==> src/rtl/memory_controller_pkg.sv <==
`default_nettype none
// ============================================================================
// Module   : memory_controller_pkg
// Purpose  : Shared definitions for the memory controller: funct3 codes,
//            controller state encoding, request kinds, IO region select and
//            a helper that maps funct3 to an access size in bytes.
// Revision : 1.0 - initial release
// ============================================================================
package memory_controller_pkg;

    localparam logic       TRUE            = 1'b1;
    localparam logic       FALSE           = 1'b0;

    // Default value of addr[17:16] that selects the IO region.
    localparam logic [1:0] IO_BASE_DEFAULT = 2'b11;

    // Load funct3 codes
    localparam logic [2:0] F3_LB  = 3'b000;
    localparam logic [2:0] F3_LH  = 3'b001;
    localparam logic [2:0] F3_LW  = 3'b010;
    localparam logic [2:0] F3_LBU = 3'b100;
    localparam logic [2:0] F3_LHU = 3'b101;
    // Store funct3 codes
    localparam logic [2:0] F3_SB  = 3'b000;
    localparam logic [2:0] F3_SH  = 3'b001;
    localparam logic [2:0] F3_SW  = 3'b010;

    typedef enum logic [2:0] {
        ST_IDLE  = 3'd0,
        ST_STORE = 3'd1,
        ST_LOAD  = 3'd2,
        ST_FETCH = 3'd3,
        ST_DONE  = 3'd4
    } mc_state_e;

    typedef enum logic [1:0] {
        REQ_NONE  = 2'd0,
        REQ_STORE = 2'd1,
        REQ_LOAD  = 2'd2,
        REQ_FETCH = 2'd3
    } req_kind_e;

    // Access size in bytes; the unused encoding 11 is treated as a word.
    function automatic logic [2:0] size_bytes(input logic [2:0] funct3);
        case (funct3[1:0])
            2'b00:   return 3'd1;
            2'b01:   return 3'd2;
            default: return 3'd4;
        endcase
    endfunction

endpackage
`default_nettype wire

==> src/rtl/memory_controller_if.sv <==
`default_nettype none
// ============================================================================
// Module   : memory_controller_if
// Purpose  : Request/response handshakes of the LSB store and load ports and
//            the instruction fetcher, plus the byte-wide RAM/IO bus.
// Modports : slave  - the memory controller
//            master - the core requesters and the RAM (drives mem_din)
// Revision : 1.0 - initial release
// ============================================================================
interface memory_controller_if;
    // LSB store port
    logic        lsb_store;
    logic [31:0] store_address;
    logic [31:0] data_store;
    logic [5:0]  op_type_store;
    logic        finish_store;
    // LSB load port
    logic        lsb_load;
    logic [31:0] load_address;
    logic [5:0]  op_type_load;
    logic        finish_load;
    logic [31:0] data_load;
    // Instruction fetch port
    logic        ifetch_req;
    logic [31:0] ifetch_addr;
    logic        ifetch_done;
    logic [31:0] ifetch_data;
    // Byte-wide RAM/IO bus
    logic [7:0]  mem_din;
    logic [7:0]  mem_dout;
    logic [31:0] mem_a;
    logic        mem_wr;

    modport slave (
        input  lsb_store, store_address, data_store, op_type_store,
        input  lsb_load, load_address, op_type_load,
        input  ifetch_req, ifetch_addr,
        input  mem_din,
        output finish_store, finish_load, data_load,
        output ifetch_done, ifetch_data,
        output mem_dout, mem_a, mem_wr
    );

    modport master (
        output lsb_store, store_address, data_store, op_type_store,
        output lsb_load, load_address, op_type_load,
        output ifetch_req, ifetch_addr,
        output mem_din,
        input  finish_store, finish_load, data_load,
        input  ifetch_done, ifetch_data,
        input  mem_dout, mem_a, mem_wr
    );
endinterface
`default_nettype wire

==> src/rtl/memory_controller_load_extend.sv <==
`default_nettype none
// ============================================================================
// Module   : memory_controller_load_extend
// Purpose  : Turns the assembled little-endian read bytes into the 32-bit
//            load result according to funct3 (sign/zero extension).
// Ports    : bytes_i  [31:0] assembled bytes, byte 0 in [7:0]
//            funct3_i [2:0]  load funct3
//            data_o   [31:0] extended result
// Revision : 1.0 - initial release
// ============================================================================
module memory_controller_load_extend
    import memory_controller_pkg::*;
(
    input  logic [31:0] bytes_i,
    input  logic [2:0]  funct3_i,
    output logic [31:0] data_o
);

    always_comb begin
        case (funct3_i)
            F3_LB:   data_o = {{24{bytes_i[7]}},  bytes_i[7:0]};
            F3_LH:   data_o = {{16{bytes_i[15]}}, bytes_i[15:0]};
            F3_LBU:  data_o = {24'd0, bytes_i[7:0]};
            F3_LHU:  data_o = {16'd0, bytes_i[15:0]};
            default: data_o = bytes_i;
        endcase
    end

endmodule
`default_nettype wire

==> src/rtl/memory_controller.sv <==
`default_nettype none
// ============================================================================
// Module   : memory_controller
// Purpose  : Arbitrates store > load > fetch requests onto a byte-wide RAM/IO
//            bus, serialising each request into byte accesses, assembling and
//            extending read data, and returning a one-cycle done pulse.
// Ports    : clk_in         system clock
//            rst_in         synchronous reset, active low
//            rdy_in         global pause (all state frozen when low)
//            roll_back      misprediction flush (aborts loads/fetches)
//            io_buffer_full stalls writes into the IO region
//            bus            memory_controller_if.slave handshakes + RAM bus
// Revision : 1.0 - initial release
// ============================================================================
module memory_controller
    import memory_controller_pkg::*;
#(
    parameter logic [1:0] IO_BASE = IO_BASE_DEFAULT
) (
    input  logic               clk_in,
    input  logic               rst_in,
    input  logic               rdy_in,
    input  logic               roll_back,
    input  logic               io_buffer_full,
    memory_controller_if.slave bus
);

    mc_state_e   state_q, state_d;
    req_kind_e   kind_q,  kind_d;
    logic [31:0] addr_q,  addr_d;
    logic [31:0] wdata_q, wdata_d;
    logic [31:0] bytes_q, bytes_d;
    logic [2:0]  f3_q,    f3_d;
    logic [2:0]  cnt_q,   cnt_d;

    logic [2:0]  size;
    logic        io_stall;
    logic [31:0] mem_a;
    logic [7:0]  mem_dout;
    logic        mem_wr;
    logic        fin_store;
    logic        fin_load;
    logic        fetch_done;
    logic [31:0] ext_data;
    logic        unused_op_bits;

    assign size     = size_bytes(f3_q);
    assign io_stall = (addr_q[17:16] == IO_BASE) && io_buffer_full;

    memory_controller_load_extend u_extend (
        .bytes_i  (bytes_q),
        .funct3_i (f3_q),
        .data_o   (ext_data)
    );

    always_comb begin
        state_d    = state_q;
        kind_d     = kind_q;
        addr_d     = addr_q;
        wdata_d    = wdata_q;
        bytes_d    = bytes_q;
        f3_d       = f3_q;
        cnt_d      = cnt_q;
        mem_a      = 32'd0;
        mem_dout   = 8'd0;
        mem_wr     = 1'b0;
        fin_store  = 1'b0;
        fin_load   = 1'b0;
        fetch_done = 1'b0;

        case (state_q)
            ST_IDLE: begin
                cnt_d = 3'd0;
                if (bus.lsb_store) begin
                    state_d = ST_STORE;
                    kind_d  = REQ_STORE;
                    addr_d  = bus.store_address;
                    wdata_d = bus.data_store;
                    f3_d    = bus.op_type_store[2:0];
                end else if (bus.lsb_load) begin
                    state_d = ST_LOAD;
                    kind_d  = REQ_LOAD;
                    addr_d  = bus.load_address;
                    f3_d    = bus.op_type_load[2:0];
                end else if (bus.ifetch_req) begin
                    state_d = ST_FETCH;
                    kind_d  = REQ_FETCH;
                    addr_d  = bus.ifetch_addr;
                    f3_d    = F3_LW;
                end
            end

            ST_STORE: begin
                // A full IO buffer holds the current byte on the bus without
                // writing it; the store is committed so roll_back is ignored.
                mem_a    = addr_q + {29'd0, cnt_q};
                mem_dout = wdata_q[{cnt_q[1:0], 3'b000} +: 8];
                mem_wr   = !io_stall;
                if (!io_stall) begin
                    if (cnt_q == size - 3'd1) begin
                        state_d = ST_DONE;
                    end else begin
                        cnt_d = cnt_q + 3'd1;
                    end
                end
            end

            ST_LOAD, ST_FETCH: begin
                // cnt_q walks 0..size: addresses go out for 0..size-1 and the
                // byte requested on the previous cycle arrives for 1..size.
                if (cnt_q < size) begin
                    mem_a = addr_q + {29'd0, cnt_q};
                end
                if (cnt_q != 3'd0) begin
                    // cnt 4 wraps to 0 in two bits, so 0-1 selects byte 3.
                    bytes_d[{cnt_q[1:0] - 2'd1, 3'b000} +: 8] = bus.mem_din;
                end
                if (cnt_q == size) begin
                    state_d = ST_DONE;
                end else begin
                    cnt_d = cnt_q + 3'd1;
                end
                if (roll_back) begin
                    state_d = ST_IDLE;
                    kind_d  = REQ_NONE;
                end
            end

            ST_DONE: begin
                fin_store  = (kind_q == REQ_STORE);
                fin_load   = (kind_q == REQ_LOAD)  && !roll_back;
                fetch_done = (kind_q == REQ_FETCH) && !roll_back;
                state_d    = ST_IDLE;
                kind_d     = REQ_NONE;
            end

            default: begin
                state_d = ST_IDLE;
                kind_d  = REQ_NONE;
            end
        endcase
    end

    always_ff @(posedge clk_in) begin
        if (!rst_in) begin
            state_q <= ST_IDLE;
            kind_q  <= REQ_NONE;
            addr_q  <= 32'd0;
            wdata_q <= 32'd0;
            bytes_q <= 32'd0;
            f3_q    <= 3'd0;
            cnt_q   <= 3'd0;
        end else if (rdy_in) begin
            state_q <= state_d;
            kind_q  <= kind_d;
            addr_q  <= addr_d;
            wdata_q <= wdata_d;
            bytes_q <= bytes_d;
            f3_q    <= f3_d;
            cnt_q   <= cnt_d;
        end
    end

    assign bus.mem_a        = mem_a;
    assign bus.mem_dout     = mem_dout;
    assign bus.mem_wr       = mem_wr;
    assign bus.finish_store = fin_store;
    assign bus.finish_load  = fin_load;
    assign bus.ifetch_done  = fetch_done;
    assign bus.data_load    = ext_data;
    assign bus.ifetch_data  = bytes_q;

    // Only funct3 of the 6-bit op types matters here.
    assign unused_op_bits = ^{bus.op_type_store[5:3], bus.op_type_load[5:3]};

endmodule
`default_nettype wire

==> src/flat_wrapper.sv <==
// flat-port wrapper written by rule: the top's interface ports become plain ports
module memory_controller_flat import memory_controller_pkg::*;
#(
    parameter logic [1:0] IO_BASE = IO_BASE_DEFAULT
)
  (clk_in, rst_in, rdy_in, roll_back, io_buffer_full, bus_lsb_store, bus_store_address, bus_data_store, bus_op_type_store, bus_lsb_load, bus_load_address, bus_op_type_load, bus_ifetch_req, bus_ifetch_addr, bus_mem_din, bus_finish_store, bus_finish_load, bus_data_load, bus_ifetch_done, bus_ifetch_data, bus_mem_dout, bus_mem_a, bus_mem_wr);
  memory_controller_if bus_i ();
  input  logic clk_in;
  input  logic rst_in;
  input  logic rdy_in;
  input  logic roll_back;
  input  logic io_buffer_full;
  input wire logic [$bits(bus_i.lsb_store)-1:0] bus_lsb_store;
  input wire logic [$bits(bus_i.store_address)-1:0] bus_store_address;
  input wire logic [$bits(bus_i.data_store)-1:0] bus_data_store;
  input wire logic [$bits(bus_i.op_type_store)-1:0] bus_op_type_store;
  input wire logic [$bits(bus_i.lsb_load)-1:0] bus_lsb_load;
  input wire logic [$bits(bus_i.load_address)-1:0] bus_load_address;
  input wire logic [$bits(bus_i.op_type_load)-1:0] bus_op_type_load;
  input wire logic [$bits(bus_i.ifetch_req)-1:0] bus_ifetch_req;
  input wire logic [$bits(bus_i.ifetch_addr)-1:0] bus_ifetch_addr;
  input wire logic [$bits(bus_i.mem_din)-1:0] bus_mem_din;
  output wire logic [$bits(bus_i.finish_store)-1:0] bus_finish_store;
  output wire logic [$bits(bus_i.finish_load)-1:0] bus_finish_load;
  output wire logic [$bits(bus_i.data_load)-1:0] bus_data_load;
  output wire logic [$bits(bus_i.ifetch_done)-1:0] bus_ifetch_done;
  output wire logic [$bits(bus_i.ifetch_data)-1:0] bus_ifetch_data;
  output wire logic [$bits(bus_i.mem_dout)-1:0] bus_mem_dout;
  output wire logic [$bits(bus_i.mem_a)-1:0] bus_mem_a;
  output wire logic [$bits(bus_i.mem_wr)-1:0] bus_mem_wr;
  assign bus_i.lsb_store = bus_lsb_store;
  assign bus_i.store_address = bus_store_address;
  assign bus_i.data_store = bus_data_store;
  assign bus_i.op_type_store = bus_op_type_store;
  assign bus_i.lsb_load = bus_lsb_load;
  assign bus_i.load_address = bus_load_address;
  assign bus_i.op_type_load = bus_op_type_load;
  assign bus_i.ifetch_req = bus_ifetch_req;
  assign bus_i.ifetch_addr = bus_ifetch_addr;
  assign bus_i.mem_din = bus_mem_din;
  assign bus_finish_store = bus_i.finish_store;
  assign bus_finish_load = bus_i.finish_load;
  assign bus_data_load = bus_i.data_load;
  assign bus_ifetch_done = bus_i.ifetch_done;
  assign bus_ifetch_data = bus_i.ifetch_data;
  assign bus_mem_dout = bus_i.mem_dout;
  assign bus_mem_a = bus_i.mem_a;
  assign bus_mem_wr = bus_i.mem_wr;
  memory_controller #(.IO_BASE(IO_BASE)) u_core (.clk_in(clk_in), .rst_in(rst_in), .rdy_in(rdy_in), .roll_back(roll_back), .io_buffer_full(io_buffer_full), .bus(bus_i));
endmodule
==> config.mk <==
export PLATFORM = sky130hd
export DESIGN_NAME = memory_controller_flat
export DESIGN_NICKNAME = d
export VERILOG_FILES = /design/src/rtl/memory_controller_pkg.sv /design/src/rtl/memory_controller_if.sv /design/src/rtl/memory_controller_load_extend.sv /design/src/rtl/memory_controller.sv /design/src/flat_wrapper.sv
export SDC_FILE = /design/constraint.sdc
export NUM_CORES = 1
export LEC_CHECK = 0
export CAP_MARGIN = 10
export CORE_AREA = 2 2 118 120
export DETAILED_ROUTE_END_ITERATION = 8
export DIE_AREA = 0 0 120 122
export GPL_ROUTABILITY_DRIVEN = 0
export PLACE_DENSITY = 0.87
export SLEW_MARGIN = 15
export SYNTH_ARGS = -nofsm -noshare
export SYNTH_HDL_FRONTEND = slang
export SYNTH_SLANG_ARGS = --single-unit
==> constraint.sdc <==
create_clock -name clk_in -period 10.38 [get_ports clk_in]
set_input_delay 3.114 -clock clk_in [delete_from_list [all_inputs] [get_ports clk_in]]
set_output_delay 3.114 -clock clk_in [all_outputs]
set_load 0.05 [all_outputs]
# --- Yosys cells after proc, flatten, opt, wreduce, memory -nomap -nowiden ---
# Index checks and enable logic that the tools add are counted.
# W data, S select, Z words.
op_classes:
  shifts: 3
  n_lt_le_gt_ge: 1
  n_reduce_logical: 18
  n_mux: 33
  add_sub_neg: 5
  bitwise_logic: 1
  n_eq_ne: 21
ops:
  columns: ["operator", "n"]
  rows:
  - ["$mux W32", 4]
  - ["$pmux W32 S4", 1]
  - ["$pmux W32 S2", 1]
  - ["$mux W3", 13]
  - ["$add A32 B3 Y32", 1]
  - ["$bwmux W32", 1]
  - ["$shift A8 B7 Y32 const A", 1]
  - ["$shiftx A32 B6 Y8", 1]
  - ["$shiftx A8 B7 Y32", 1]
  - ["$pmux W3 S3", 2]
  - ["$reduce_and A5 Y1", 2]
  - ["$eq A3 B3 Y1 const B", 3]
  - ["$reduce_and A3 Y1", 3]
  - ["$reduce_bool A3 Y1", 3]
  - ["$mux W2", 4]
  - ["$mux W8", 1]
  - ["$ne A2 B2 Y1 const B", 4]
  - ["$neg A5 Y7", 1]
  - ["$eq A2 B2 Y1 const B", 3]
  - ["$eq A3 B1 Y1 const B", 2]
  - ["$eq A3 B2 Y1 const B", 2]
  - ["$eq A3 B3 Y1", 2]
  - ["$logic_not A3 Y1", 2]
  - ["$pmux W2 S3", 1]
  - ["16 further kinds", 23]
word_totals:
  ff_bits: 107
  elab_cells: 89
  output_inout_bits: 108
  in_bits: 156

# --- Longest topological paths before layout ---
# Gate-level depths: netlist of the first run.
depth:
  ltp_word: 7
  mapped_depth: 11
  ltp_nobuf: 8

# --- Modules after synthesis ---
# From an unflattened synthesis of the first run, not the netlist that was laid out.
hier_totals:
  hier_cells: 857
  hier_area_um2: 6553.8
by_module_without_submodules:
  columns: ["mod", "n_inst", "cells_per_inst", "area_per_inst_um2", "seq_area_each_um2"]
  rows:
  - ["memory_controller", 1, 790, 6198.4, 2142.1]
  - ["memory_controller_load_extend", 1, 67, 355.3, 0.0]

# --- Worst setup path after synthesis of the first run ---
# OpenSTA, ideal clock, no wires.
synth_timing:
  path_kind: "input-to-output"
  startpoint: "input roll_back"
  endpoint: "output bus_finish_load"
  required_ns: 7.266
  t_arrival_ns: 4.756
  n_path_buf: 0
  cell_stages: 2
  slack_ns: 2.510
  path_cell_list: "nand2b_1 -> nor4_1"
synth_between:
  elab_chain_len: 3
synth_rtl:
  columns: ["item", "line", "text"]
  rows:
  - ["from (decl)", "flat_wrapper.sv:11", "input logic roll_back;"]
  - ["$logic_not A1 Y1", "memory_controller.sv:131", "fin_load = (kind_q == REQ_LOAD) && !roll_back;"]
  - ["$logic_and A1 B1 Y1", "memory_controller.sv:131", null]
  - ["$mux W1", "memory_controller.sv:71", "case (state_q)"]
  - ["to (decl)", "flat_wrapper.sv:24", "output wire logic [$bits(bus_i.finish_load)-1:0] bus_finish_load;"]
# Every way passes these cells.

# --- Worst setup path in the final report of the first run ---
# Ends and elaborated chain as after synthesis.

==> results.py, run 1 <==
metrics = {
    "run_status": {
        "status": "finished clean",
    },
    "floorplan": {
        "start_util_pct": 45.82,
        "coreArea_um2": 13500,
        "die_y_um": 122,
        "fp.dieW_um": 120,
        "io_pins": 264,
        "rows": 43,
        "die-area_um2": 14640,
    },
    "clock_tree": {
        "htree_levels": 3,
        "cts_made_buffers": 9,
        "post-cts-setup-buffers": 0,
        "cts_resized": 0,
        "hold_buffers": 0,
        "path_clk_slew_ns": 0.07,
        "insertion_delay_ns": 0.34,
        "cts_tree": "yes",
        "cts_sinks": 107,
        "root_buffer": "clkbuf_16",
        "cts_buffer_depth": 2,
    },
    "critical_path": {
        "end_kind": "primary output",
        "crit_family": "buffers and inverters",
        "required_ns": 7.27,
        "crit_chain": "clkdlybuf4s50_1, nand2b_1, nor4_1, clkdlybuf4s50_1",
        "path_class": "in -> out",
        "reg2reg_slack_ns": 7.35,
        "cp_slowest_stage_delay_ns": 0.88,
        "path_common_cell": "clkdlybuf4s50_1",
        "arrival_ns": 4.98,
        "path_buf_inv": 2,
        "slowest_stage": "clkdlybuf4s50_1",
        "crit_path_max_fanout": 3,
        "cp-start-kind": "input port",
    },
    "yosys": {
        "synthCells": 825,
        "synth.area.mux_share_pct": 8.413,
        "synth_nets": 994,
        "synth-async-reset-ratio_pct": 0,
        "yosys.area_share.simple_pct": 29.30,
        "synth-xor-area-share_pct": 3.822,
        "syn-cell-area_um2": 6187,
        "synth_fa_ha_area_share_pct": 2.750,
        "yosysUniqueCellTypes": 53,
        "ys_ff_latch": 107,
        "synth_seq_area_share_pct": 34.62,
        "synth_edf_count": 0,
        "avgSynthCellArea_um2": 7.500,
        "yosysWarnings": 0,
        "synth_compound_area_share_pct": 16.14,
        "synth_flop_cell": "dfxtp_1",
        "synth_top_family_by_area": "simple AND/OR/NAND/NOR gates",
    },
    "sta": {
        "fmax_ghz": 0.1236,
        "period_share_pct": 77.95,
        "slew_violations": 0,
        "tns_ns": 0,
        "setup_viol": 0,
        "hold_viol_final": 0,
        "min_period_ns": 8.091,
        "relSlewSlack_pct": 22.60,
        "skew_ns": 0.005433,
        "tightest_slew_ns": 1.161,
        "grt_setup_unrepaired": "false",
    },
    "power_and_ir_drop": {
        "p_comb_share_pct": 22.4,
        "p_switching_mw": 0.3056,
        "p_clk_share_pct": 33.1,
        "swShare_pct": 29.22,
        "p_per_area_nw_per_um2": 115.8,
        "internal_power_mw": 0.7404,
        "finalPower_mw": 1.046,
        "seqPwrFrac_pct": 44.4,
        "p_leak_nw": 3.246,
        "ir_worst_vdd_mv": 0.08180,
    },
    "cells_and_area": {
        "multi_input_area_um2": 3749,
        "fin_nets": 1202,
        "diodes": 0,
        "areaGrowthSynthToFinish_pct": 46.01,
        "drive_above_1_share_pct": 4.050,
        "layout_commonest_cell": "clkdlybuf4s50_1",
        "regArea_um2": 2142,
        "mostFrequentLayoutCells": "clkdlybuf4s50_1 (256), nand2_1 (224), a21oi_1 (109), dfxtp_1 (107), nor2_1 (39)",
        "num-fill-cells": 1153,
    },
    "grt": {
        "grt_use_total_pct": 25.42,
        "grt_pass1_vias": 6122,
        "grt_overflow": 0,
        "grt_max_degree": 68,
        "grt_pass1_wl_um": 29970,
        "antenna_found_initial": 0,
    },
    "routing": {
        "drtAntennaViolNets": 0,
        "wirelength_um": 18810,
        "viasPerCell": 5.393,
        "wl_per_cell_um": 15.46,
        "dr.pass1.iters": 7,
        "drt_iter0_drc": 449,
        "drc_errors": 0,
        "dr_total_vias": 6563,
    },
    "placement": {
        "portBuffers": 257,
        "hpwlAfterDp_um": 14230,
    },
    "min_path": {
        "hold_class": "reg -> reg",
    },
    "flow_run": {
        "drv_cap": 0,
    },
}
==> through the flow <==
stage	utilization (%)	cell area, um2	worst slack, ns	hold WS [ns]	cells
6_report	66.90	9034	2.289	0.4552	1217
5_1_grt	66.90	9034	2.252	0.4838	1217
4_1_cts	66.84	9026	2.280	0.4554	1217
3_5_place_dp	64.66	8732	2.298	0.4459	1202
3_3_place_gp	64.66	8732	2.338	0.4412	1202
2_1_floorplan	-	6187	2.510	0.4331	825
==> layout make-up <==
class | instances | area share, %
clock buffer | 12 | 2.729
clock inverter | 3 | 0.5263
inverter | 7 | 0.2909
multi-input combinational | 647 | 41.50
sequential | 107 | 23.71
tap | 180 | 2.493
timing repair buffer | 261 | 28.75
==> final timing paths <==
path	startpoint	to	cells after the start
max	roll_back	bus_finish_load	4
min	u_core.wdata_q[30]	u_core.wdata_q[30]	2
max reg2reg	u_core.cnt_q[0]	u_core.bus.ifetch_data[25]	7
min reg2reg	u_core.wdata_q[30]	u_core.wdata_q[30]	2
==> power groups by stage <==
stage	logic [mW]	registers [mW]	clock network (mW)
2_1_floorplan	0.145	0.459	0
3_3_place_gp	0.229	0.472	0
3_5_place_dp	0.233	0.473	0
4_1_cts	0.234	0.464	0.350
5_1_grt	0.257	0.469	0.367
6_report	0.235	0.465	0.346
==> sequential cells by signal (all words and copies together), names as in the netlist <==
name and cells:
u_core.wdata_q 32, u_core.addr_q 32, u_core.f3_q 3, u_core.kind_q 2, u_core.cnt_q 3, u_core.state_q 3
u_core.bus.ifetch_data 32
==> worst register-to-register path, stage by stage, from the launching register on <==
cell and delay [ns]:
dfxtp_1 0.93, inv_1 0.25, ha_1 0.30, nor2b_1 0.15, nor3b_2 0.34, nand2_1 0.36, or3_1 0.47, a21oi_1 0.16
==> cells by family (layout without fill, tap and decap cells) <==
family | after synthesis | in the layout
adder cells (fa/ha/maj) | 13 | 13
flip-flops | 107 | 107
XOR/XNOR | 27 | 27
AND/OR/NAND/NOR | 393 | 393
buffers and inverters | 71 | 283
multiplexers | 42 | 42
AO/OA/AOI/OAI | 172 | 172
==> cells in the mapped netlist, types with 2 or more instances <==
cell,count,area (um2)
buf_2,7,35.03
nor2_1,40,150.1
o21ai_0,13,65.06
nand2_1,225,844.6
a21o_1,3,22.52
or3_1,32,200.2
mux4_2,8,180.2
nand4_1,7,43.79
nor3b_1,2,15.01
nor3_1,11,55.05
and4_1,4,35.03
or2_2,2,12.51
o31ai_1,2,15.01
a31o_2,2,17.52
buf_4,8,60.06
nor4b_1,2,17.52
mux2i_1,34,340.3
nand3_1,18,90.09
nor4_1,5,31.28
and2_1,15,93.84
xnor2_1,17,148.9
nand2b_1,10,62.56
nor2b_1,5,31.28
or3b_2,2,17.52
o211ai_1,32,240.2
buf_1,7,26.28
and3_1,5,31.28
dfxtp_1,107,2142
clkbuf_1,41,153.9
inv_1,7,26.28
a21oi_1,109,545.5
ha_1,12,150.1
xor2_1,10,87.58
a221oi_1,2,17.52
==> per-layer routing <==
metal	vias up	global-route usage (%)	part of all wire (%)
li1	3249	-	-
met1	3005	31.19	41
met2	262	44.21	50
met3	47	3.652	5.7
met4	0	11.47	3.7
met5	-	0	0
No activity file was read; power rests on OpenSTA's default activity.
==> inputs of run 2 (changes only) <==
--- a/config.mk
+++ b/config.mk
@@ -6,11 +6,11 @@
 export NUM_CORES = 1
 export LEC_CHECK = 0
 export CAP_MARGIN = 10
-export CORE_AREA = 2 2 118 120
+export CORE_AREA = 2 2 129 131
 export DETAILED_ROUTE_END_ITERATION = 8
-export DIE_AREA = 0 0 120 122
+export DIE_AREA = 0 0 131 133
 export GPL_ROUTABILITY_DRIVEN = 0
-export PLACE_DENSITY = 0.87
+export PLACE_DENSITY = 0.77
 export SLEW_MARGIN = 15
 export SYNTH_ARGS = -nofsm -noshare
 export SYNTH_HDL_FRONTEND = slang
==> constraint.sdc (replaced) <==
create_clock -name clk_in -period 6.7 [get_ports clk_in]
set_input_delay 2.01 -clock clk_in [delete_from_list [all_inputs] [get_ports clk_in]]
set_output_delay 2.01 -clock clk_in [all_outputs]
set_load 0.05 [all_outputs]
==> results.py, run 2 (synthesized netlist as in run 1, its figures left out) <==
metrics = {
    "power_and_ir_drop": {
        "swShare_pct": 28.74,
        "p_switching_mw": 0.4794,
        "ir_worst_vdd_mv": 0.1269,
        "p_clk_share_pct": 34.8,
        "p_leak_nw": 3.295,
        "p_comb_share_pct": 22.8,
        "p_per_area_nw_per_um2": 182.2,
        "internal_power_mw": 1.189,
        "seqPwrFrac_pct": 42.4,
    },
    "clock_tree": {
        "cts_resized": 0,
        "cts_buffer_depth": 2,
        "cts_made_buffers": 9,
        "cts_tree": "yes",
        "post-cts-setup-buffers": 0,
        "path_clk_slew_ns": 0.07,
        "hold_buffers": 0,
        "htree_levels": 3,
        "cts_sinks": 107,
        "root_buffer": "clkbuf_16",
        "insertion_delay_ns": 0.34,
    },
    "cells_and_area": {
        "diodes": 0,
        "fin_nets": 1208,
        "drive_above_1_share_pct": 4.789,
        "mostFrequentLayoutCells": "clkdlybuf4s50_1 (256), nand2_1 (225), a21oi_1 (109), dfxtp_1 (107), nor2_1 (39)",
        "multi_input_area_um2": 3746,
        "areaGrowthSynthToFinish_pct": 48.03,
        "regArea_um2": 2142,
        "layout_commonest_cell": "clkdlybuf4s50_1",
        "num-fill-cells": 1537,
    },
    "routing": {
        "drtAntennaViolNets": 0,
        "drc_errors": 0,
        "wl_per_cell_um": 15.10,
        "dr_total_vias": 6485,
        "wirelength_um": 19090,
        "drt_iter0_drc": 508,
        "viasPerCell": 5.131,
        "dr.pass1.iters": 5,
    },
    "grt": {
        "grt_max_degree": 67,
        "grt_use_total_pct": 22.10,
        "grt_pass1_vias": 6104,
        "grt_overflow": 0,
        "antenna_found_initial": 0,
        "grt_pass1_wl_um": 30620,
    },
    "critical_path": {
        "crit_family": "buffers and inverters",
        "crit_path_max_fanout": 3,
        "reg2regPathDepth": 8,
        "path_buf_inv": 2,
        "arrival_ns": 3.75,
        "end_kind": "primary output",
        "cp.depth": 4,
        "cp-start-kind": "input port",
        "path_class": "in -> out",
        "crit_start": "roll_back",
        "crit_path_end": "bus_finish_load",
        "reg2reg_slack_ns": 4.15,
        "required_ns": 4.69,
        "slowest_stage": "clkdlybuf4s50_1",
        "r2r-end": "u_core.bus.ifetch_data[21]",
        "r2r-start": "u_core.cnt_q[0]",
        "cp_slowest_stage_delay_ns": 0.86,
        "path_common_cell": "clkdlybuf4s50_1",
        "crit_chain": "clkdlybuf4s50_1, nand2b_1, nor4_1, clkdlybuf4s50_1",
    },
    "sta": {
        "relSlewSlack_pct": 29.30,
        "tns_ns": 0,
        "slew_violations": 0,
        "grt_setup_unrepaired": "false",
        "whs_ns": 0.4545,
        "fmax_ghz": 0.1735,
        "hold_viol_final": 0,
        "period_share_pct": 86.00,
        "tightest_slew_ns": 1.058,
        "setup_viol": 0,
        "skew_ns": 0.007046,
        "min_period_ns": 5.762,
    },
    "floorplan": {
        "die_y_um": 133,
        "die-area_um2": 17420,
        "fp.dieW_um": 131,
        "io_pins": 264,
        "rows": 47,
        "coreArea_um2": 16170,
        "start_util_pct": 38.26,
    },
    "flow_run": {
        "drv_cap": 0,
    },
    "placement": {
        "hpwlAfterDp_um": 14530,
        "portBuffers": 257,
    },
    "min_path": {
        "hold_class": "reg -> reg",
        "hp-start": "u_core.wdata_q[25]",
    },
    "run_status": {
        "status": "finished clean",
    },
}
==> run 2: worst min path at each step <==
stage	to	slack [ns]	cells past startpoint
after floorplan	u_core.wdata_q[16]	0.43	2
final	u_core.wdata_q[25]	0.45	2
after detailed placement	u_core.wdata_q[31]	0.45	2
after global placement	u_core.wdata_q[16]	0.44	2
after global routing	u_core.wdata_q[31]	0.47	2
after CTS	u_core.wdata_q[31]	0.46	2
==> run 2: routing by layer <==
metal	up-vias	routed length, um	GRT usage [%]
li1	3258	-	-
met1	2966	8158	28.57
met2	223	9333	36.85
met3	38	1049	3.518
met4	0	550	8.215
met5	-	0	0
==> run 2: cell type report <==
| type | count | area share [%] |
|---|---|---|
| Multi-Input combinational cell | 647 | 40.90 |
| Sequential cell | 107 | 23.39 |
| Tap cell | 220 | 3.005 |
| Clock buffer | 10 | 2.609 |
| Inverter | 7 | 0.2869 |
| Timing Repair Buffer | 267 | 28.85 |
| Clock inverter | 6 | 0.9563 |
==> run 2: worst reg2reg max path: stages (launching register included) <==
cell	delay, ns
dfxtp_1	0.33
buf_4	0.29
inv_1	0.16
ha_1	0.25
nor2b_1	0.14
nor3b_2	0.33
nand2_1	0.35
or3_1	0.46
a21oi_1	0.16
==> run 2: per-stage QoR <==
step	util (%)	total power, mW	instances	worst slack (ns)	cell area [um2]
finish	56.63	1.668	1264	0.9378	9159
global route	56.63	1.747	1264	0.8740	9159
CTS	56.60	1.678	1264	0.9274	9154
detailed placement	54.58	1.102	1248	0.9411	8827
global placement	54.58	1.098	1248	0.8924	8827
floorplan	-	0.9352	825	1.038	6187
==> run 2: power by group through the flow <==
stage | Sequential (mW) | Combinational, mW | Clock [mW]
6_report | 0.708 | 0.380 | 0.580
5_1_grt | 0.713 | 0.420 | 0.614
4_1_cts | 0.707 | 0.382 | 0.589
3_5_place_dp | 0.722 | 0.381 | 0
3_3_place_gp | 0.721 | 0.378 | 0
2_1_floorplan | 0.711 | 0.225 | 0
==> edit 1, RTL diff (flow settings as in run 2) <==
Encoding of `mc_state_e`: now Gray code (3 bits for 5 states).
--- a/src/rtl/memory_controller_pkg.sv
+++ b/src/rtl/memory_controller_pkg.sv
@@ -26,11 +26,11 @@
     localparam logic [2:0] F3_SW  = 3'b010;
 
     typedef enum logic [2:0] {
-        ST_IDLE  = 3'd0,
-        ST_STORE = 3'd1,
-        ST_LOAD  = 3'd2,
-        ST_FETCH = 3'd3,
-        ST_DONE  = 3'd4
+        ST_IDLE  = 3'b000,
+        ST_STORE = 3'b001,
+        ST_LOAD  = 3'b011,
+        ST_FETCH = 3'b010,
+        ST_DONE  = 3'b110
     } mc_state_e;
 
     typedef enum logic [1:0] {
Formal check against the unedited RTL: same outputs for any inputs over 4 cycles, from zero or initial values and one cycle with rst_in low; so few cycles prove little.
==> edit 1 against run 2 <==
Global-route usage shrank 0.68 points; non-clock buffer count grew 1; die area unchanged; clock power shrank 4.0%; wire length decreased by 0.82%; setup slack worse by 79 ps; power is 0.91% higher; area after synthesis is 5.3% higher; design area grew 3.0%; maximum frequency decreased by 1.4%; sequential cell count is the same.
==> edit 1: results (changes against run 2) <==
[metrics] pin count of the biggest net entering global routing: 62 (was 67)
[metrics] Detailed Place HPWL: 14100 microns (was 14500 microns)
[metrics] leading cell types by total area after synthesis: sky130_fd_sc_hd__dfxtp_1 33%, sky130_fd_sc_hd__nand2_1 15%, sky130_fd_sc_hd__a21boi_1 7.4% (was sky130_fd_sc_hd__dfxtp_1 35%, sky130_fd_sc_hd__nand2_1 14%, sky130_fd_sc_hd__a21oi_1 8.8%)
[metrics] synthesized netlist net count: 1025 (was 994)
[metrics] post-placement cell area: 0.00911 sq mm (was 0.00883 sq mm)
[metrics] number of design-rule violations left by the first detailed-router iteration: 426 (was 508)
[metrics] wl on met1: 8290 microns (was 8160 microns)
[metrics] layout net count: 1236 (was 1208)
[metrics] Initial DRT Pass Iterations: 4 (was 5)
[metrics] post-detailed-routing wire length: 18900 microns (was 19100 microns)
[metrics] Routed met2 length: 9390 microns (was 9330 microns)
[metrics] register area share after synthesis: 32.9% (was 34.6%)
[metrics] number of global-route vias before repair: 6008 (was 6104)
[metrics] post-route clock skew: 4.78 ps (was 7.05 ps)
[metrics] highest metal used: met4 (unchanged)
[metrics] fill count: 1490 (was 1537)
[metrics] unique cell type count in the Yosys netlist: 57 (was 53)
[metrics] min-delay worst type: register to register (unchanged)
[metrics] Tot GR Track Use: 21.4% (was 22.1%)
[metrics] WL met3: 952 microns (was 1050 microns)
[metrics] count of final setup violators: 0 (unchanged)
[metrics] grt met2 use: 36.9% (was 36.8%)
[metrics] largest voltage drop on the vdd net: 0.141 mV (was 0.127 mV)
[metrics] hold_sp: u_core.wdata_q[12] (was u_core.wdata_q[25])
[metrics] count of vias placed by the detailed router: 6493 (was 6485)
[metrics] worst-path fanout max: 3 (unchanged)
[metrics] global-route wire length before repair: 29700 microns (was 30600 microns)
[metrics] peak per-stage delay on the critical path: 880 ps (was 860 ps)
[metrics] data arrival time at the worst-slack endpoint: 3830 ps (was 3750 ps)
[metrics] Critical path origin: roll_back (unchanged)
[metrics] met3 usage: 3.19% (was 3.52%)
[metrics] run status: finished, final reports clean (unchanged)
[metrics] M1 GR Usage: 27.6% (was 28.6%)
[metrics] ranking of synthesized cells by instance count: 252 x sky130_fd_sc_hd__nand2_1, 107 x sky130_fd_sc_hd__dfxtp_1, 64 x sky130_fd_sc_hd__a21boi_1, 46 x sky130_fd_sc_hd__o21ai_0, 41 x sky130_fd_sc_hd__clkbuf_1 (was 225 x sky130_fd_sc_hd__nand2_1, 109 x sky130_fd_sc_hd__a21oi_1, 107 x sky130_fd_sc_hd__dfxtp_1, 41 x sky130_fd_sc_hd__clkbuf_1, 40 x sky130_fd_sc_hd__nor2_1)
[metrics] total leakage power: 3.47 nW (was 3.29 nW)
[metrics] relative slew slack: 24.8% (was 29.3%)
[metrics] asr flop ratio synth: 0% (unchanged)
[metrics] share of final-layout standard cells stronger than drive strength 1: 4.29% (was 4.79%)
[metrics] number of instances resized during post-cts repair: 0 (unchanged)
[metrics] number of buffers added on ports: 257 (unchanged)
## edit 1: final cells by class
cell class / count / area (sq um) / share of cell area, %
repair buffers: 268 / 2640 / 28.0
multi-input cells: 672 / 4020 / 42.7
clock inverters: 5 / 61.3 / 0.650
well taps: 220 / 275 / 2.92
clock buffers: 11 / 253 / 2.68
flip-flops and latches: 107 / 2140 / 22.7
inverters: 9 / 33.8 / 0.358
## edit 1: worst max-delay path: cells and delay by family
family	cells	cell delay, ps
buffers and inverters	2	1350
AND/OR/NAND/NOR	2	460
## edit 1: final timing paths
kind,endpoint,slack (ps),depth (start not counted)
setup / recovery,bus_finish_load,860,4
hold reg to reg,u_core.wdata_q[12],460,2
setup reg to reg,u_core.bus.ifetch_data[29],4320,8
hold / removal,u_core.wdata_q[12],460,2
## edit 1: cells by family after synthesis
| group | Yosys count | synth area share, % |
|---|---|---|
| buffers and inverters | 77 | 5.42 |
| and+or+nand+nor | 418 | 29.5 |
| AOI/OAI and AO/OA | 172 | 18.0 |
| muxes | 42 | 7.99 |
| adders and majority gates | 13 | 2.61 |
| DFF | 107 | 32.9 |
| xor gates and xnor gates | 27 | 3.63 |
## edit 1: power by group
part / switching (mW) / total (mW) / leakage (nW) / internal [mW]
registers: 0.0369 / 0.709 / 0.870 / 0.672
logic: 0.224 / 0.418 / 2.44 / 0.195
clock network: 0.245 / 0.557 / 0.156 / 0.312
total: 0.506 / 1.68 / 3.47 / 1.18
## edit 1: metrics by stage
step	total power, mW	hold slack [ps]	util (%)	setup WS, ps	instances
2_1_floorplan	0.968	439	-	1040	856
3_3_place_gp	1.13	449	56.4	882	1276
3_5_place_dp	1.14	457	56.4	852	1276
4_1_cts	1.70	466	58.3	834	1292
5_1_grt	1.77	477	58.3	800	1292
6_report	1.68	461	58.3	859	1292
==> edit 2, RTL diff (config.mk and constraints of run 2) <==
Without the edit above. Make the reset (`rst_in`) asynchronous in one clocked block. Comments in the files are not updated.
--- a/src/rtl/memory_controller.sv
+++ b/src/rtl/memory_controller.sv
@@ -141,7 +141,7 @@
         endcase
     end
 
-    always_ff @(posedge clk_in) begin
+    always_ff @(posedge clk_in or negedge rst_in) begin
         if (!rst_in) begin
             state_q <= ST_IDLE;
             kind_q  <= REQ_NONE;
Function: differs if rst_in is asserted again (counterexample within 4 cycles, from zero or initial values and one cycle with rst_in low); with rst_in held inactive, the same outputs for 4 cycles.
==> edit 2 against run 2 <==
Design area is 2.8% higher; non-clock buffer count is 1 lower; critical endpoint is now bus_ifetch_done; register-to-register slack improved by 260 ps; area after synthesis up 4.3%; sequential cell count unchanged; wire length shrank 2.6%; setup slack gained 79 ps; synthesized cell count fell by 12%; via count fell by 6.0%.
Power is not compared: it rests on default switching activity, and its combinational part moved more than twofold at a synthesized area within 25%.
==> edit 2: results (changes against run 2) <==
[metrics] post-detailed-routing wire length: 18600 microns (was 19100 microns)
[metrics] post-placement cell area: 0.00909 sq mm (was 0.00883 sq mm)
[metrics] crit path launch type: primary input (unchanged)
[metrics] relative slew slack: 28.1% (was 29.3%)
[metrics] CTS Root Cell: sky130_fd_sc_hd__clkbuf_16 (unchanged)
[metrics] fill count: 1452 (was 1537)
[metrics] layout net count: 1114 (was 1208)
[metrics] global-route wire length before repair: 29100 microns (was 30600 microns)
[metrics] worst reg2reg path endpoint: u_core.bus.ifetch_data[18] (was u_core.bus.ifetch_data[21])
[metrics] run status: finished, final reports clean (unchanged)
[metrics] crit path to: bus_ifetch_done (was bus_finish_load)
[metrics] overall die area: 0.0174 sq mm (unchanged)
[metrics] count of vias placed by the detailed router: 6097 (was 6485)
[metrics] synthesized netlist net count: 897 (was 994)
[metrics] pin count of the biggest net entering global routing: 75 (was 67)
[metrics] share of final-layout standard cells stronger than drive strength 1: 8.32% (was 4.79%)
[metrics] initial antenna violation count: 1 (was 0)
[metrics] number of cells produced by synthesis: 728 (was 825)
[metrics] depth of the most critical reg-to-reg path: 6 (was 8)
[metrics] Largest delay share family, worst path: buffers and inverters (unchanged)
[metrics] dpl cells: 1154 (was 1248)
[metrics] register area share after synthesis: 41.5% (was 34.6%)
[metrics] number of global-route vias before repair: 5625 (was 6104)
[metrics] clock insertion delay at the later pin of the skew report: 360 ps (was 340 ps)
[metrics] number of design-rule violations left by the first detailed-router iteration: 310 (was 508)
[metrics] Detailed Place HPWL: 13600 microns (was 14500 microns)
[metrics] detailed-route vias per instance: 5.21 (was 5.13)
[metrics] asr flop ratio synth: 100% (was 0%)
[metrics] hold_sp: u_core.addr_q[2] (was u_core.wdata_q[25])
[metrics] beginning of the worst register-to-register path: u_core.cnt_q[0] (unchanged)
[metrics] endpoint of the worst hold path: u_core.addr_q[2] (was u_core.wdata_q[25])
[metrics] leading cell types by total area after synthesis: sky130_fd_sc_hd__dfrtp_1 42%, sky130_fd_sc_hd__nand2_1 7.6%, sky130_fd_sc_hd__mux2_2 5.9% (was sky130_fd_sc_hd__dfxtp_1 35%, sky130_fd_sc_hd__nand2_1 14%, sky130_fd_sc_hd__a21oi_1 8.8%)
[metrics] peak per-stage delay on the critical path: 810 ps (was 860 ps)
[metrics] share of the synthesized area in the top cell type: 41.5% (was 34.6%)
[metrics] dominant register cell in the synthesized netlist: sky130_fd_sc_hd__dfrtp_1 (was sky130_fd_sc_hd__dfxtp_1)
[metrics] post-route clock skew: 9.08 ps (was 7.05 ps)
[metrics] Tot GR Track Use: 21.3% (was 22.1%)
[metrics] ranking of synthesized cells by instance count: 130 x sky130_fd_sc_hd__nand2_1, 107 x sky130_fd_sc_hd__dfrtp_1, 63 x sky130_fd_sc_hd__o21ai_0, 60 x sky130_fd_sc_hd__a21oi_1, 50 x sky130_fd_sc_hd__nor2_1 (was 225 x sky130_fd_sc_hd__nand2_1, 109 x sky130_fd_sc_hd__a21oi_1, 107 x sky130_fd_sc_hd__dfxtp_1, 41 x sky130_fd_sc_hd__clkbuf_1, 40 x sky130_fd_sc_hd__nor2_1)
edit 2: cell families after synthesis:
| family | count (synthesis) | share of synthesized area (%) |
|---|---|---|
| simple gates | 268 | 19.4 |
| flops | 107 | 41.5 |
| xor+xnor | 8 | 1.09 |
| buf+inv | 75 | 4.96 |
| mux | 76 | 14.0 |
| fa+ha+maj | 13 | 2.64 |
| compound gates | 181 | 16.4 |
edit 2: routing by layer:
metal / wire length, microns / track usage, %
met1: 8170 / 28.6
met2: 9010 / 33.9
met3: 963 / 4.53
met4: 448 / 7.51
met5: 0 / 0
edit 2: cell type report:
cell class	count	area, sq um	area share (%)
inverter	15	56.3	0.598
sequential	107	2680	28.4
timing repair buffer	266	2620	27.8
antenna	1	2.50	0.0266
multi-input combinational	546	3460	36.8
clock inverter	7	96.3	1.02
clock buffer	9	225	2.39
tap	220	275	2.92
